**src/rtl/core_pkg.sv**
```systemverilog
// core_pkg: shared types and constants for the pipeline hazard controller.
//   hz_state_t   - controller states (RESET_FLUSH, RUN, MEM_WAIT)
//   latch_ctrl_t - enable/clear pair for one pipeline latch (clear wins)
package core_pkg;
  localparam int REG_ADDR_BITS = 5;
  localparam int DWORD_BITS = 32;
  typedef enum logic [1:0] {RESET_FLUSH, RUN, MEM_WAIT} hz_state_t;
  typedef struct packed {
    logic en;
    logic clr;
  } latch_ctrl_t;
endpackage

```
**src/rtl/pipe_hazard_ctrl_if.sv**
```systemverilog
// pipe_hazard_ctrl_if: bundle between the 5-stage datapath and the hazard controller.
//   master (datapath): drives ID/EX/MEM stage info, receives latch controls and counters
//   slave (controller): receives stage info, drives pc_en, latch en/clr pairs, mem_fault, counters
interface pipe_hazard_ctrl_if #(
  parameter int REG_ADDR_BITS = core_pkg::REG_ADDR_BITS
);
  logic [REG_ADDR_BITS-1:0] id_rs1, id_rs2, ex_rd;
  logic id_use_rs1, id_use_rs2, ex_is_load, ex_redirect, dmem_req, dmem_ack;
  logic pc_en, fd_en, fd_clr, de_en, de_clr, em_en, em_clr, mw_en, mw_clr, mem_fault;
  logic [core_pkg::DWORD_BITS-1:0] stall_cycles, flush_count;
  modport master (
    output id_rs1, id_rs2, id_use_rs1, id_use_rs2, ex_rd, ex_is_load, ex_redirect, dmem_req, dmem_ack,
    input  pc_en, fd_en, fd_clr, de_en, de_clr, em_en, em_clr, mw_en, mw_clr, mem_fault,
           stall_cycles, flush_count
  );
  modport slave (
    input  id_rs1, id_rs2, id_use_rs1, id_use_rs2, ex_rd, ex_is_load, ex_redirect, dmem_req, dmem_ack,
    output pc_en, fd_en, fd_clr, de_en, de_clr, em_en, em_clr, mw_en, mw_clr, mem_fault,
           stall_cycles, flush_count
  );
endinterface

```
**src/rtl/hazard_detect.sv**
```systemverilog
// hazard_detect: combinational load-use comparator.
//   rs1_i/rs2_i, use_rs1_i/use_rs2_i - sources read by the ID instruction
//   rd_i, is_load_i                  - destination and load flag of the EX instruction
//   hazard_o                         - ID needs a value the EX load has not produced yet
module hazard_detect #(
  parameter int W = 5
) (
  input  logic [W-1:0] rs1_i,
  input  logic [W-1:0] rs2_i,
  input  logic [W-1:0] rd_i,
  input  logic         use_rs1_i,
  input  logic         use_rs2_i,
  input  logic         is_load_i,
  output logic         hazard_o
);
  // x0 is hardwired zero, so a load targeting it never creates a dependency
  assign hazard_o = is_load_i && rd_i != '0 &&
                    ((use_rs1_i && rs1_i == rd_i) || (use_rs2_i && rs2_i == rd_i));
endmodule

```
**src/rtl/pipe_hazard_ctrl.sv**
```systemverilog
// pipe_hazard_ctrl: pipeline latch control for load-use stalls, EX redirects and data-memory waits.
//   clk, rst_n - clock and asynchronous active-low reset
//   bus        - slave side of pipe_hazard_ctrl_if: stage info in; pc_en, fd/de/em/mw en+clr,
//                mem_fault pulse, stall_cycles/flush_count out
//   Macro PIPE_PERF_CNT_EN enables the two performance counters; otherwise they read 0.
module pipe_hazard_ctrl
  import core_pkg::*;
#(
  parameter int REG_ADDR_BITS = 5,
  parameter int MEM_TIMEOUT = 16
) (
  input  logic                   clk,
  input  logic                   rst_n,
  pipe_hazard_ctrl_if.slave      bus
);
  localparam int TO_BITS = $clog2(MEM_TIMEOUT + 1);
  hz_state_t state_q, state_d;
  logic [TO_BITS-1:0] cnt_q, cnt_d;
  logic ld_use, rst_st, timeout, rel, freeze, redir, luse;
  latch_ctrl_t fd, de, em, mw;
  hazard_detect #(.W(REG_ADDR_BITS)) u_hd (
    .rs1_i(bus.id_rs1),
    .rs2_i(bus.id_rs2),
    .rd_i(bus.ex_rd),
    .use_rs1_i(bus.id_use_rs1),
    .use_rs2_i(bus.id_use_rs2),
    .is_load_i(bus.ex_is_load),
    .hazard_o(ld_use)
  );
  always_comb begin
    rst_st = state_q == RESET_FLUSH;
    timeout = state_q == MEM_WAIT && !bus.dmem_ack && cnt_q == TO_BITS'(MEM_TIMEOUT);
    rel = state_q == MEM_WAIT && (bus.dmem_ack || timeout);
    // the wait is entered from RUN on an unacked request and held until ack or timeout
    freeze = state_q == MEM_WAIT ? !rel : state_q == RUN && bus.dmem_req && !bus.dmem_ack;
    // redirect beats load-use: the stalled ID instruction is on the wrong path anyway
    redir = !rst_st && !freeze && bus.ex_redirect;
    luse = !rst_st && !freeze && !bus.ex_redirect && ld_use;
    fd = '{en: !(rst_st || freeze || luse), clr: rst_st || redir};
    de = '{en: !(rst_st || freeze), clr: rst_st || redir || luse};
    em = '{en: !(rst_st || freeze), clr: rst_st};
    mw = '{en: !rst_st, clr: rst_st || freeze};
    state_d = rst_st ? RUN : freeze ? MEM_WAIT : RUN;
    cnt_d = state_d == MEM_WAIT ? cnt_q + TO_BITS'(1) : '0;
  end
  always_ff @(posedge clk or negedge rst_n)
    if (!rst_n) begin
      state_q <= RESET_FLUSH;
      cnt_q <= '0;
    end else begin
      state_q <= state_d;
      cnt_q <= cnt_d;
    end
  assign bus.pc_en = !(rst_st || freeze || luse);
  assign bus.fd_en = fd.en;
  assign bus.fd_clr = fd.clr;
  assign bus.de_en = de.en;
  assign bus.de_clr = de.clr;
  assign bus.em_en = em.en;
  assign bus.em_clr = em.clr;
  assign bus.mw_en = mw.en;
  assign bus.mw_clr = mw.clr;
  assign bus.mem_fault = timeout;
`ifdef PIPE_PERF_CNT_EN
  logic [DWORD_BITS-1:0] stall_q, flush_q;
  always_ff @(posedge clk or negedge rst_n)
    if (!rst_n) begin
      stall_q <= '0;
      flush_q <= '0;
    end else begin
      if (!rst_st && !bus.pc_en) stall_q <= stall_q + 1'b1;
      if (redir) flush_q <= flush_q + 1'b1;
    end
  assign bus.stall_cycles = stall_q;
  assign bus.flush_count = flush_q;
`else
  assign bus.stall_cycles = '0;
  assign bus.flush_count = '0;
`endif
endmodule

```
**src/flat_wrapper.sv**
```systemverilog
// flat-port wrapper written by rule: the top's interface ports become plain ports
module pipe_hazard_ctrl_flat import core_pkg::*;
#(
  parameter int REG_ADDR_BITS = 5,
  parameter int MEM_TIMEOUT = 16
)
  (clk, rst_n, bus_id_rs1, bus_id_rs2, bus_id_use_rs1, bus_id_use_rs2, bus_ex_rd, bus_ex_is_load, bus_ex_redirect, bus_dmem_req, bus_dmem_ack, bus_pc_en, bus_fd_en, bus_fd_clr, bus_de_en, bus_de_clr, bus_em_en, bus_em_clr, bus_mw_en, bus_mw_clr, bus_mem_fault, bus_stall_cycles, bus_flush_count);
  pipe_hazard_ctrl_if #(.REG_ADDR_BITS(REG_ADDR_BITS)) bus_i ();
  input  logic clk;
  input  logic rst_n;
  input wire logic [$bits(bus_i.id_rs1)-1:0] bus_id_rs1;
  input wire logic [$bits(bus_i.id_rs2)-1:0] bus_id_rs2;
  input wire logic [$bits(bus_i.id_use_rs1)-1:0] bus_id_use_rs1;
  input wire logic [$bits(bus_i.id_use_rs2)-1:0] bus_id_use_rs2;
  input wire logic [$bits(bus_i.ex_rd)-1:0] bus_ex_rd;
  input wire logic [$bits(bus_i.ex_is_load)-1:0] bus_ex_is_load;
  input wire logic [$bits(bus_i.ex_redirect)-1:0] bus_ex_redirect;
  input wire logic [$bits(bus_i.dmem_req)-1:0] bus_dmem_req;
  input wire logic [$bits(bus_i.dmem_ack)-1:0] bus_dmem_ack;
  output wire logic [$bits(bus_i.pc_en)-1:0] bus_pc_en;
  output wire logic [$bits(bus_i.fd_en)-1:0] bus_fd_en;
  output wire logic [$bits(bus_i.fd_clr)-1:0] bus_fd_clr;
  output wire logic [$bits(bus_i.de_en)-1:0] bus_de_en;
  output wire logic [$bits(bus_i.de_clr)-1:0] bus_de_clr;
  output wire logic [$bits(bus_i.em_en)-1:0] bus_em_en;
  output wire logic [$bits(bus_i.em_clr)-1:0] bus_em_clr;
  output wire logic [$bits(bus_i.mw_en)-1:0] bus_mw_en;
  output wire logic [$bits(bus_i.mw_clr)-1:0] bus_mw_clr;
  output wire logic [$bits(bus_i.mem_fault)-1:0] bus_mem_fault;
  output wire logic [$bits(bus_i.stall_cycles)-1:0] bus_stall_cycles;
  output wire logic [$bits(bus_i.flush_count)-1:0] bus_flush_count;
  assign bus_i.id_rs1 = bus_id_rs1;
  assign bus_i.id_rs2 = bus_id_rs2;
  assign bus_i.id_use_rs1 = bus_id_use_rs1;
  assign bus_i.id_use_rs2 = bus_id_use_rs2;
  assign bus_i.ex_rd = bus_ex_rd;
  assign bus_i.ex_is_load = bus_ex_is_load;
  assign bus_i.ex_redirect = bus_ex_redirect;
  assign bus_i.dmem_req = bus_dmem_req;
  assign bus_i.dmem_ack = bus_dmem_ack;
  assign bus_pc_en = bus_i.pc_en;
  assign bus_fd_en = bus_i.fd_en;
  assign bus_fd_clr = bus_i.fd_clr;
  assign bus_de_en = bus_i.de_en;
  assign bus_de_clr = bus_i.de_clr;
  assign bus_em_en = bus_i.em_en;
  assign bus_em_clr = bus_i.em_clr;
  assign bus_mw_en = bus_i.mw_en;
  assign bus_mw_clr = bus_i.mw_clr;
  assign bus_mem_fault = bus_i.mem_fault;
  assign bus_stall_cycles = bus_i.stall_cycles;
  assign bus_flush_count = bus_i.flush_count;
  pipe_hazard_ctrl #(.REG_ADDR_BITS(REG_ADDR_BITS), .MEM_TIMEOUT(MEM_TIMEOUT)) u_core (.clk(clk), .rst_n(rst_n), .bus(bus_i));
endmodule
```
**config.mk**
```make
export PLATFORM = sky130hd
export DESIGN_NAME = pipe_hazard_ctrl_flat
export DESIGN_NICKNAME = d
export VERILOG_FILES = /design/src/rtl/core_pkg.sv /design/src/rtl/pipe_hazard_ctrl_if.sv /design/src/rtl/hazard_detect.sv /design/src/rtl/pipe_hazard_ctrl.sv /design/src/flat_wrapper.sv
export SDC_FILE = /design/constraint.sdc
export NUM_CORES = 1
export LEC_CHECK = 0
export ABC_AREA = 1
export BUFFER_PORTS_ARGS = -buffer_cell sky130_fd_sc_hd__buf_4
export CORE_MARGIN = 5
export CORE_UTILIZATION = 34
export CTS_BUF_LIST = sky130_fd_sc_hd__clkbuf_8 sky130_fd_sc_hd__clkbuf_16
export DETAILED_ROUTE_END_ITERATION = 7
export GPL_TIMING_DRIVEN = 0
export PLACE_DENSITY = 0.76
export SLEW_MARGIN = 20
export SYNTH_ARGS = -nofsm -noshare
export SYNTH_HDL_FRONTEND = slang
export SYNTH_SLANG_ARGS = --single-unit
```
**constraint.sdc**
```tcl
create_clock -name clk -period 1 [get_ports clk]
set_input_delay 0 -clock clk [delete_from_list [all_inputs] [get_ports clk]]
set_output_delay 0 -clock clk [all_outputs]
set_load 0.1 [all_outputs]
```
Word-level counts from Yosys, hierarchy flattened
Cells that the tools add are included.
{"block": "classes", "shifts": 0, "add_sub_neg": 1, "mux": 4, "n_eq_ne": 6, "n_bitwise": 0, "multipliers": 0, "order_cmp": 0, "n_reduce_logical": 28, "div_mod_pow": 0}
{"operator": "logical AND 1 bit", "count": 13}
{"operator": "equality test 5 bit", "count": 2}
{"operator": "zero test 1 bit", "count": 7}
{"operator": "logical OR 1 bit", "count": 6}
{"operator": "adder 5 x 1 -> 5 bit, second input constant", "count": 1}
{"operator": "equality test 5 bit, second input constant", "count": 1}
{"operator": "2-to-1 mux 5 bit", "count": 1}
{"operator": "nonzero test 5 bit", "count": 1}
{"operator": "equality test 2 bit, second input constant", "count": 2}
{"operator": "2-to-1 mux 2 bit", "count": 2}
{"operator": "equality test 2 x 1 -> 1 bit, second input constant", "count": 1}
{"operator": "zero test 2 bit", "count": 1}
{"operator": "2-to-1 mux 1 bit", "count": 1}
{"block": "totals", "out_inout_bits": 74, "ff_bits": 7, "n_memories": 0, "mem_bits_ro": 0, "latch_bits": 0, "mem_bits_rw": 0, "input_bits": 23, "wordCells": 41}

Depth between registers and ports, before layout
{"block": "logic_depth", "ltp_word": 13, "depth_mapped": 8}

Hierarchy
Synthesis repeated with hierarchy kept, for this count alone.
{"block": "unflattened", "cells_unflattened": 174, "area_unflattened_um2": 1161.1}
{"module": "pipe_hazard_ctrl", "instances": 1, "area_each_um2": 944.7, "cells_each": 119, "seq_area_each_um2": 175.2}
{"module": "hazard_detect", "instances": 1, "area_each_um2": 216.5, "cells_each": 55, "seq_area_each_um2": 0.0}

Least setup slack after synthesis
No wires, ideal clock.
{"block": "synth_path", "kind": "flip-flop to output port", "startpoint": "register u_core.state_q[0]", "endpoint": "output port bus_pc_en", "arrival_time_ns": 4.211, "setup_slack_ns": -3.211, "path_buffers": 1, "path_stages_with_launch": 6, "cell_sequence": "dfrtp_1 nor2_1 inv_2 nand3_2 a21oi_1 buf_4"}
{"block": "synth_via", "word_cells_on_any_way": 19}
{"element": "start, declared", "line": "pipe_hazard_ctrl.sv:17", "text": "hz_state_t state_q, state_d;"}
{"element": "start signal, assigned", "line": "pipe_hazard_ctrl.sv:51", "text": "state_q <= state_d;"}
{"element": "zero test 2 bit", "line": "pipe_hazard_ctrl.sv:31", "text": "rst_st = state_q == RESET_FLUSH;"}
{"element": "net bus_em_clr", "line": "flat_wrapper.sv:26", "text": "output wire logic [$bits(bus_i.em_clr)-1:0] bus_em_clr;"}
{"element": "zero test 1 bit"}
{"element": "net bus_mw_en", "line": "flat_wrapper.sv:27", "text": "output wire logic [$bits(bus_i.mw_en)-1:0] bus_mw_en;"}
{"element": "logical AND 1 bit (3 in a row)", "line": "pipe_hazard_ctrl.sv:38", "text": "luse = !rst_st && !freeze && !bus.ex_redirect && ld_use;"}
{"element": "logical OR 1 bit", "line": "pipe_hazard_ctrl.sv:54", "text": "assign bus.pc_en = !(rst_st || freeze || luse);"}
{"element": "zero test 1 bit", "line": "pipe_hazard_ctrl.sv:54"}
{"element": "end, declared", "line": "flat_wrapper.sv:20", "text": "output wire logic [$bits(bus_i.pc_en)-1:0] bus_pc_en;"}
The timed path passes the listed nets, and every way through them passes these cells.

Final worst setup path
{"block": "layout_path", "startpoint": "register u_core.cnt_q[0]", "endpoint": "output port bus_pc_en"}
{"block": "layout_via", "elab_chain_cells": 12, "word_cells_on_any_way": 13}
{"element": "start, declared", "line": "pipe_hazard_ctrl.sv:18", "text": "logic [TO_BITS-1:0] cnt_q, cnt_d;"}
{"element": "start signal, assigned", "line": "pipe_hazard_ctrl.sv:52", "text": "cnt_q <= cnt_d;"}
{"element": "equality test 5 bit (*)", "line": "pipe_hazard_ctrl.sv:32", "text": "timeout = state_q == MEM_WAIT && !bus.dmem_ack && cnt_q == TO_BITS'(MEM_TIMEOUT);"}
{"element": "logical AND 1 bit (*)", "line": "pipe_hazard_ctrl.sv:32"}
{"element": "logical OR 1 bit (*)", "line": "pipe_hazard_ctrl.sv:33", "text": "rel = state_q == MEM_WAIT && (bus.dmem_ack || timeout);"}
{"element": "logical AND 1 bit (*)", "line": "pipe_hazard_ctrl.sv:33"}
{"element": "zero test 1 bit (*)", "line": "pipe_hazard_ctrl.sv:35", "text": "freeze = state_q == MEM_WAIT ? !rel : state_q == RUN && bus.dmem_req && !bus.dmem_ack;"}
{"element": "2-to-1 mux 1 bit (*)", "line": "pipe_hazard_ctrl.sv:35"}
{"element": "zero test 1 bit", "line": "pipe_hazard_ctrl.sv:38"}
{"element": "logical AND 1 bit (3 in a row)", "line": "pipe_hazard_ctrl.sv:38"}
{"element": "logical OR 1 bit (*)", "line": "pipe_hazard_ctrl.sv:54"}
{"element": "zero test 1 bit (*)", "line": "pipe_hazard_ctrl.sv:54"}
Every way passes the cells marked *; elsewhere a longest branch is shown, timed or not.

==> impl_metrics.env <==
export IMPL_grt_pass1_vias=1088
export IMPL_crit_path_end_kind="output pin"
export IMPL_cts_root_buf="clkbuf_8"
export IMPL_min_period_ns=1.60
export IMPL_grt_use_met3=0.0354
export IMPL_diodes=0
export IMPL_grt_overflow_total=0
export IMPL_maxCapViolCount=0
export IMPL_layout_cells_non_filler=321
export IMPL_layout_nets=303
export IMPL_wirelength_mm=2.87
export IMPL_finClkSkew_ns=0.000655
export IMPL_grt_pass1_wl_mm=4.28
export IMPL_die_w_um=67.0
export IMPL_vias_per_cell=3.41
export IMPL_num_rows=20
export IMPL_drc=0
export IMPL_synth_avg_cell_area_um2=6.66
export IMPL_grt_use_total=0.122
export IMPL_dp_slack_ns=-0.542
export IMPL_synth_area_top_cells="buf_4, dfrtp_1, nand2_1, inv_1, nor2_1"
export IMPL_synth_cells=166
export IMPL_vias=1094
export IMPL_violations="negative setup slack"
export IMPL_crit_path_start_kind="flip-flop"
export IMPL_dp_hpwl_mm=2.30
export IMPL_async_reset_ff_frac=1.00
export IMPL_yosysUniqueCellTypes=20
export IMPL_busiest_layer="met2"
export IMPL_dieArea_um2=4490
export IMPL_io_pins=97
export IMPL_finalSetupViolations=17
export IMPL_irDropWorstVdd_mv=0.847
export IMPL_syn_area_um2=1100
export IMPL_cp_arrival_ns=1.60
export IMPL_netlist_area_leader_share=0.448
export IMPL_yosys_area_top_type="buf_4"
export IMPL_slew_viol_final=0
export IMPL_cp_required_ns=1.00
export IMPL_p_per_area_nw_per_um2=1380
export IMPL_wire_per_inst_um=8.95
export IMPL_syn2layout_area_growth_pct=87.3
export IMPL_cp_max_fo=4
export IMPL_hold_slack_ns=0.145
export IMPL_synth_commonest_cells="buf_4, nand2_1, inv_1, nor2_1"
export IMPL_firstDrtPassIters=4
export IMPL_start_util=0.359
export IMPL_n_fill_cell=221
export IMPL_cts_tree="yes"
export IMPL_period_share=1.60
export IMPL_met1_usage=0.119
export IMPL_cts_buffers=3
export IMPL_synthMostInstantiatedCell="buf_4"
export IMPL_synth_seq_cells=7
export IMPL_ys_seq_area_frac=0.159
export IMPL_synth_edff_count=0
export IMPL_dp_cells=305
export IMPL_outcome="finished, violations left"
export IMPL_synthFlopType="dfrtp_1"
export IMPL_reg2reg_from="u_core.cnt_q[0]"
export IMPL_layout_drive_gt1_share=0.502
export IMPL_core_um2=3080
export IMPL_multi_input_area_um2=721
export IMPL_numPortBuffers=32
export IMPL_fmax_mhz=624
export IMPL_ant_nets=0
export IMPL_cts_buffer_depth=2
export IMPL_die_h_um=67.0
export IMPL_worst_slack_ns=-0.602
export IMPL_drtIter0Drc=51
export IMPL_clk_pin_slew_ns=0.04
export IMPL_clock_sinks=7
export IMPL_register_area_um2=176
export IMPL_antenna_found_initial=0
export IMPL_leakagePower_nw=1.25
export IMPL_hold_class="input pin to asynchronous set/reset pin"
export IMPL_grtUsageMet2=0.240
export IMPL_utilization=0.672
export IMPL_hold_violations=0
export IMPL_rsz0062_at_grt="true"
export IMPL_crit_path_start="u_core.cnt_q[0]"
export IMPL_htree_levels=1
export IMPL_critPathKind="flip-flop to output pin"
export IMPL_gp_congestion=0.704
export IMPL_grt_max_degree=8
export IMPL_clock_latency_ns=0.22
export IMPL_ys_warn_count=0
per-stage QoR:
stage	TNS (ns)	instance area, um^2	total power (W)
floorplan	-8.52	1430	0.00206
global placement	-3.88	1730	0.00222
detailed placement	-4.16	1730	0.00223
CTS	-5.52	1980	0.00279
global route	-6.96	2070	0.00295
finish	-5.97	2070	0.00285
sequential cells by signal, indices dropped and copies added (netlist names):
signal	flops
u_core.cnt_q	5
u_core.state_q	2
what timing repair did:
action	in CTS	in global routing
hold endpoints to repair	7	0
hold buffers	1	0
pin swaps	8	5
endpoints found under the setup margin	17	17
buffers inserted	7	5
gates resized for setup	34	16
kinds of logic (layout without fill, tap and decap cells):
logic type	after synthesis	after routing	share of synthesized area
adder cells (fa/ha/maj)	2	2	0.0226
AND/OR/NAND/NOR	62	62	0.246
other	1	64	0.00339
AO/OA/AOI/OAI	2	2	0.0193
XOR/XNOR	3	3	0.0238
flip-flops	7	7	0.159
buffers and inverters	89	137	0.527
layer usage:
metal,wire (um),up-vias,part of all wire
met5,0,-,0
met4,0,0,0
met3,253,0,0.088
met2,1590,60,0.55
met1,1030,448,0.36
li1,-,586,-
cells in the final DEF (no fill, tap or decap), types with 2 or more instances in the layout:
cell,instances
nand2_4,2
nor2_2,3
inv_1,19
inv_8,2
nand3_1,4
nand3_4,2
inv_2,2
dfrtp_1,6
buf_6,7
buf_4,93
clkbuf_8,3
nand2_1,29
nor2_4,3
buf_12,9
nand3_2,2
conb_1,64
nor2_1,12
critical path, cell delays in order, from the launching register on:
cell	delay (ns)
dfrtp_1	0.38
inv_1	0.06
ha_2	0.19
nand3_4	0.09
nand2_4	0.10
nand3_4	0.11
a21oi_4	0.17
buf_6	0.12
buf_12	0.16
path summary, 6_finish.rpt:
check	cells after the start	slack (ns)	to
hold / removal	2	0.15	u_core.state_q[0]
max in group asynchronous	2	0.73	u_core.state_q[0]
hold reg to reg	2	0.66	u_core.cnt_q[3]
setup / recovery	8	-0.60	bus_pc_en
setup reg to reg	8	-0.24	u_core.cnt_q[2]
min in group clk	4	0.25	u_core.state_q[1]
report_power, final:
part           switching, W  internal (W)  leakage (nW)  total, W
clock              0.000110      0.000264        0.0269  0.000375
sequential        0.0000142      0.000296        0.0916  0.000311
combinational       0.00163      0.000538          1.13   0.00216
total               0.00175       0.00110          1.25   0.00285
final cells by class:
type                    instances  share of cell area
multi-input cells             133               0.348
plain buffers                  66               0.247
repair buffers                 44               0.220
flip-flops and latches          7              0.0852
inverters                      23              0.0508
well taps                      44              0.0266
clock buffers                   3              0.0200
clock inverters                 1             0.00181
(Power assumes the default switching activity.)
